[src/rtl/alu_arbiter.sv]
// rtl/alu_arbiter.sv - two-requester round-robin arbiter in front of a shared multi-cycle 5-bit ALU
`timescale 1ns/1ps

module alu_arbiter #(
  parameter int ALU_LAT = 1
) (
  input  logic       clk,
  input  logic       reset,
  input  logic       req0,
  input  logic       req1,
  input  logic [4:0] a0,
  input  logic [4:0] b0,
  input  logic [4:0] a1,
  input  logic [4:0] b1,
  input  logic       op0,
  input  logic       op1,
  output logic [4:0] alu_a,
  output logic [4:0] alu_b,
  output logic       alu_op,
  input  logic [5:0] alu_result,
  output logic       gnt0,
  output logic       gnt1,
  output logic       done0,
  output logic       done1,
  output logic [5:0] result,
  output logic       busy
);

  typedef enum logic {IDLE, EXEC} state_t;

  localparam logic [1:0] CNT_LAST = 2'(ALU_LAT - 1);

  state_t     state_q;
  logic       ptr_q;
  logic       sel_q;
  logic [1:0] cnt_q;
  logic [4:0] alu_a_q, alu_b_q;
  logic       alu_op_q;
  logic [5:0] result_q;
  logic       gnt0_q, gnt1_q, done0_q, done1_q, busy_q;

  logic       any_req_d;
  logic       pick_d;

  // ptr_q holds the last served requester; on a tie the other one wins.
  always_comb begin
    any_req_d = req0 | req1;
    if (req0 && req1) pick_d = ~ptr_q;
    else              pick_d = req1;
  end

  always_ff @(posedge clk or negedge reset) begin
    if (!reset) begin
      state_q  <= IDLE;
      ptr_q    <= 1'b1;
      sel_q    <= 1'b0;
      cnt_q    <= 2'd0;
      alu_a_q  <= 5'd0;
      alu_b_q  <= 5'd0;
      alu_op_q <= 1'b0;
      result_q <= 6'd0;
      gnt0_q   <= 1'b0;
      gnt1_q   <= 1'b0;
      done0_q  <= 1'b0;
      done1_q  <= 1'b0;
      busy_q   <= 1'b0;
    end else begin
      gnt0_q  <= 1'b0;
      gnt1_q  <= 1'b0;
      done0_q <= 1'b0;
      done1_q <= 1'b0;
      case (state_q)
        IDLE: begin
          if (any_req_d) begin
            sel_q    <= pick_d;
            gnt0_q   <= ~pick_d;
            gnt1_q   <= pick_d;
            alu_a_q  <= pick_d ? a1  : a0;
            alu_b_q  <= pick_d ? b1  : b0;
            alu_op_q <= pick_d ? op1 : op0;
            busy_q   <= 1'b1;
            cnt_q    <= 2'd0;
            state_q  <= EXEC;
          end
        end
        EXEC: begin
          if (cnt_q == CNT_LAST) begin
            result_q <= alu_result;
            done0_q  <= ~sel_q;
            done1_q  <= sel_q;
            ptr_q    <= sel_q;
            busy_q   <= 1'b0;
            state_q  <= IDLE;
          end else begin
            cnt_q <= cnt_q + 2'd1;
          end
        end
        default: state_q <= IDLE;
      endcase
    end
  end

  assign alu_a  = alu_a_q;
  assign alu_b  = alu_b_q;
  assign alu_op = alu_op_q;
  assign result = result_q;
  assign gnt0   = gnt0_q;
  assign gnt1   = gnt1_q;
  assign done0  = done0_q;
  assign done1  = done1_q;
  assign busy   = busy_q;

endmodule

[config.mk]
export PLATFORM = sky130hd
export DESIGN_NAME = alu_arbiter
export DESIGN_NICKNAME = d
export VERILOG_FILES = /design/src/rtl/alu_arbiter.sv
export SDC_FILE = /design/constraint.sdc
export NUM_CORES = 1
export LEC_CHECK = 0
export CAP_MARGIN = 20
export CORE_MARGIN = 2
export CORE_UTILIZATION = 42
export CTS_BUF_LIST = sky130_fd_sc_hd__clkbuf_8
export DETAILED_ROUTE_END_ITERATION = 10
export PLACE_DENSITY = 0.81
export SLEW_MARGIN = 20
export SYNTH_ARGS = -nofsm -noshare
export SYNTH_HDL_FRONTEND = slang
export SYNTH_SLANG_ARGS = --single-unit
[constraint.sdc]
create_clock -name clk -period 1.6 [get_ports clk]
set_input_delay 0.32 -clock clk [delete_from_list [all_inputs] [get_ports clk]]
set_output_delay 0.32 -clock clk [all_outputs]
set_load 0.01 [all_outputs]
Yosys cells after proc, flatten, opt, wreduce, memory -nomap -nowiden

Index checks and enable logic that the tools add are counted.

Output and inout bits: 22
Register bits after elaboration: 27

Bitwise logic cells: 5
Muxes and demuxes: 21
Equal/unequal tests: 3
Reduce and logical (&&, ||, !) cells: 6
$add $sub $neg: 1

Operators by type and width:

| operator                                                                | count |
|---|---|
| 1-bit 2-to-1 mux                                                        | 14 |
| 5-bit 2-to-1 mux                                                        | 2 |
| 2-bit AND reduction                                                     | 4 |
| 2-bit 2-to-1 mux                                                        | 2 |
| 2-bit inequality test, second input constant                            | 2 |
| 1-bit NOT                                                               | 4 |
| 1-bit one-hot mux with 2 select lines                                   | 2 |
| 2-bit one-hot mux with 2 select lines                                   | 1 |
| 2-bit by 1-bit adder with 2-bit output, second input constant           | 1 |
| 2-bit logical NOT                                                       | 1 |
| 2-bit by 1-bit inequality test with 1-bit output, second input constant | 1 |
| 1-bit logical AND                                                       | 1 |
| 1-bit bitwise OR                                                        | 1 |

Depth between registers and ports, before layout

Depth in word-level cells: 5
Gate-level depth with buffers: 5

Worst setup path before layout

No wires, ideal clock.

Kind: register to register
From: register cnt_q[0]
To: register result_q[0], in the netlist result[0]
Path slack: 407 ps
Buffers on the path: 0
Cell stages (with the launch flop): 5
Arrival time: 1068 ps
Library setup time: 125 ps
Clock period less this slack: 1193 ps
Path through: dfrtp_1 -> inv_1 -> ha_1 -> nand2_2 -> mux2_2

Word-level cells in the longest chain between the ends: 2

RTL lines:

| what                                 | line | RTL |
|---|---|---|
| start, declared                      | 36   | `logic [1:0] cnt_q;` |
| start signal, assigned               | 95   | `cnt_q <= cnt_q + 2'd1;` |
| 2-bit logical NOT                    | 87   | `if (cnt_q == CNT_LAST) begin` |
| 2-bit AND reduction (no source line) | -    |  |
| end signal, assigned                 | 88   | `result_q <= alu_result;` |
| end, declared                        | 39   | `logic [5:0] result_q;` |

No other way between the ends.
A chain may end at the register's enable or synchronous reset.

Worst setup path in the final report

From: register alu_a_q[1], in the netlist alu_a[1]
To: output port alu_a[1]

RTL lines:

| what                   | line | RTL |
|---|---|---|
| start, declared        | 37   | `logic [4:0] alu_a_q, alu_b_q;` |
| start signal, assigned | 78   | `alu_a_q <= pick_d ? a1 : a0;` |
| end, declared          | 17   | `output logic [4:0] alu_a,` |

No word-level cell between the ends.

==> summary.md <==
| Metric | Value |
|---|---|
| Status | `completed` |
| Worst Setup End Kind | `primary output` |
| I/O Pins | `54` |
| Hold Path Class | `in2async` |
| Die Area | `0.00321 sq mm` |
| Average size of a mapped cell | `11.1 sq um` |
| Power density over the cells | `1080 mW/mm^2` |
| Commonest non-fill, non-tap cells in the layout | `53 x clkdlybuf4s50_1, 26 x dfrtp_1, 19 x a21oi_1, 15 x nor2_1, 12 x nand2_1` |
| Port buffer count | `53` |
| WP data required | `1280 ps` |
| Finished Core Util | `65.8%` |
| Register bit total from synthesis | `27` |
| Initial core utilization | `43.4%` |
| Number of detailed-route iterations in the first pass | `4` |
| Hold slack final | `416 ps` |
| Clock Latency Late Sink | `270 ps` |
| RSZ-0062 raised after global routing | `false` |
| Routability cong. | `0.802` |
| Ys Warns | `0` |
| Crit path max fanout | `2` |
| GR Overflow Total | `0` |
| Antenna Cells | `0` |
| Nets | `196` |
| WS Path Type | `reg2out` |
| Peak supply drop | `0.793 mV` |
| Routed len/inst | `14.5 um` |
| Die Wd | `56.7 um` |
| Final Cycle Share | `94.7%` |
| CTS tree | `done` |
| Slack of the critical path | `84.2 ps` |
| Mapped Nets | `139` |
| Cell Rows | `19` |
| Vias in the first global route | `1015` |
| Reg clk slew, reported paths | `90 ps` |
| Chip Height | `56.7 um` |
| Fillcell total | `217` |
| Commonest non-fill, non-tap cell in the layout | `clkdlybuf4s50_1` |
| Gates resized, CTS repair | `0` |
| Core area | `0.00269 sq mm` |
| Critical path, cell by cell | `clkdlybuf4s50_1` |
| Vias | `997` |
| LEAKAGE | `0.752 nW` |
| Num CTS Buffers | `3` |
| CTS Hold Bufs | `0` |
| CP max-delay cell | `clkdlybuf4s50_1` |
| Maxcap violations | `0` |
| Buf+Inv Stages, Crit Path | `1` |
| Worst path max stage delay | `540 ps` |
| H-tree lvl count | `1` |
| Routed wire length | `2.79 mm` |
| Via/cell ratio | `5.19` |
| Worst Setup Start Kind | `register` |
| Clock Skew | `3.87 ps` |
| Arrival time worst endpoint | `1200 ps` |
| Clock Sinks | `27` |
| Dpl hpwl | `2.09 mm` |
| Post-layout minimum cycle time | `1520 ps` |
| Sequential fraction of the synthesis area | `58.0%` |
| Synth unique cells | `21` |
| DRT iter0 DRCs | `34` |
| DRC violations left | `0` |
| Pre-CTS setup slack | `-83.2 ps` |
| Final ANT Viol Nets | `0` |
| Area growth syn-to-layout | `51.5%` |
| Final setup vio count | `0` |
| Largest net degree at the start of global routing | `28` |
| CTS Buffer Depth | `2` |
| Fin. Hold Viols | `0` |
| Postcts setup bufs | `0` |
| Share of layout cells above drive strength 1 | `14.9%` |
| Max Fclk | `660 MHz` |
| Measured slew at the worst slew-check pin | `398 ps` |
| CP delay by family, top | `buffers and inverters` |
| First-pass GRT wire length | `4.71 mm` |
| Rel. slew slack | `73.4%` |
| GRT Total Usage | `18.9%` |
| Post-Syn Area | `0.00117 sq mm` |
| Antenna violations before repair | `0` |
| Max Slew Vio Count | `0` |
| Clk root buf | `clkbuf_8` |
| Cell count after synthesis | `105` |
[layout make-up]
class,instances,area [sq um],share of cell area [%]
Multi-Input combinational cell,71,440,24.9
Timing Repair Buffer,56,553,31.3
Clock buffer,3,41.3,2.34
Sequential cell,27,677,38.3
Inverter,3,11.3,0.637
Clock inverter,1,5.00,0.283
Tap cell,31,38.8,2.20
[metrics by stage]
step	instance area, sq um	std cells	power, mW	setup TNS [ps]
after floorplan	1170	105	1.18	0
after global placement	1720	188	1.52	0
after detailed placement	1720	188	1.55	-525
after CTS	1770	192	1.93	0
after global routing	1770	192	2.01	0
final	1770	192	1.91	0
[logic make-up after synthesis]
group           share of synthesized area [%]
compound gates                           17.6
flops                                    58.0
buf+inv                                  4.18
fa+ha+maj                                2.15
mux                                      6.76
simple gates                             11.3
[where the power goes]
| group | internal, mW | switching [mW] |
|---|---|---|
| clock network | 0.175 | 0.206 |
| registers | 0.817 | 0.0844 |
| logic | 0.371 | 0.257 |
[path summary, 6_finish.rpt]
path	end	slack (ps)	cells past startpoint	startpoint
max	alu_a[1]	80	1	alu_a[1]
min	alu_a[3]	420	2	reset
max reg2reg	result[1]	290	4	cnt_q[0]
min reg2reg	done0	500	1	sel_q
max in group asynchronous	ptr_q	880	2	reset
min in group clk	done0	500	1	sel_q
[metal layers]
metal	up-vias	wire length, um	GRT usage, %
met4	0	42	8.16
met1	480	1180	24.0
met3	5	232	5.53
li1	463	-	-
met5	-	0	0
met2	49	1330	29.9
[sequential cells by signal, summed over array words and instances, names as in the netlist]
| register | flops |
|---|---|
| alu_op | 1 |
| alu_b | 5 |
| ptr_q | 1 |
| busy | 1 |
| state_q | 1 |
| result | 6 |
| gnt0 | 1 |
| sel_q | 1 |
| done1 | 1 |
| done0 | 1 |
| cnt_q | 2 |
| alu_a | 5 |
| gnt1 | 1 |
[worst register-to-register path: cells and delay by family (launching register included)]
| kind | cells | cell delay, ps |
|---|---|---|
| buf+inv | 1 | 70 |
| fa+ha+maj | 1 | 220 |
| simple gates | 1 | 180 |
| mux | 1 | 360 |
| flops | 1 | 370 |
[synthesized netlist by cell type (all sizes together)]
cell / instances / area [sq um]
o21bai: 1 / 18.8
nand3: 2 / 10.0
nor2: 15 / 56.3
buf: 4 / 37.5
a21bo: 1 / 10.0
mux2: 7 / 78.8
ha: 2 / 25.0
a21boi: 1 / 18.8
and3: 1 / 6.26
a21oi: 23 / 130
or2b: 1 / 7.51
o21ba: 1 / 10.0
dfrtp: 26 / 651
dfstp: 1 / 26.3
o21ai: 2 / 10.0
nand2: 13 / 51.3
inv: 3 / 11.3
a21o: 1 / 7.51
Note: power is estimated with default switching activity, not from simulation.
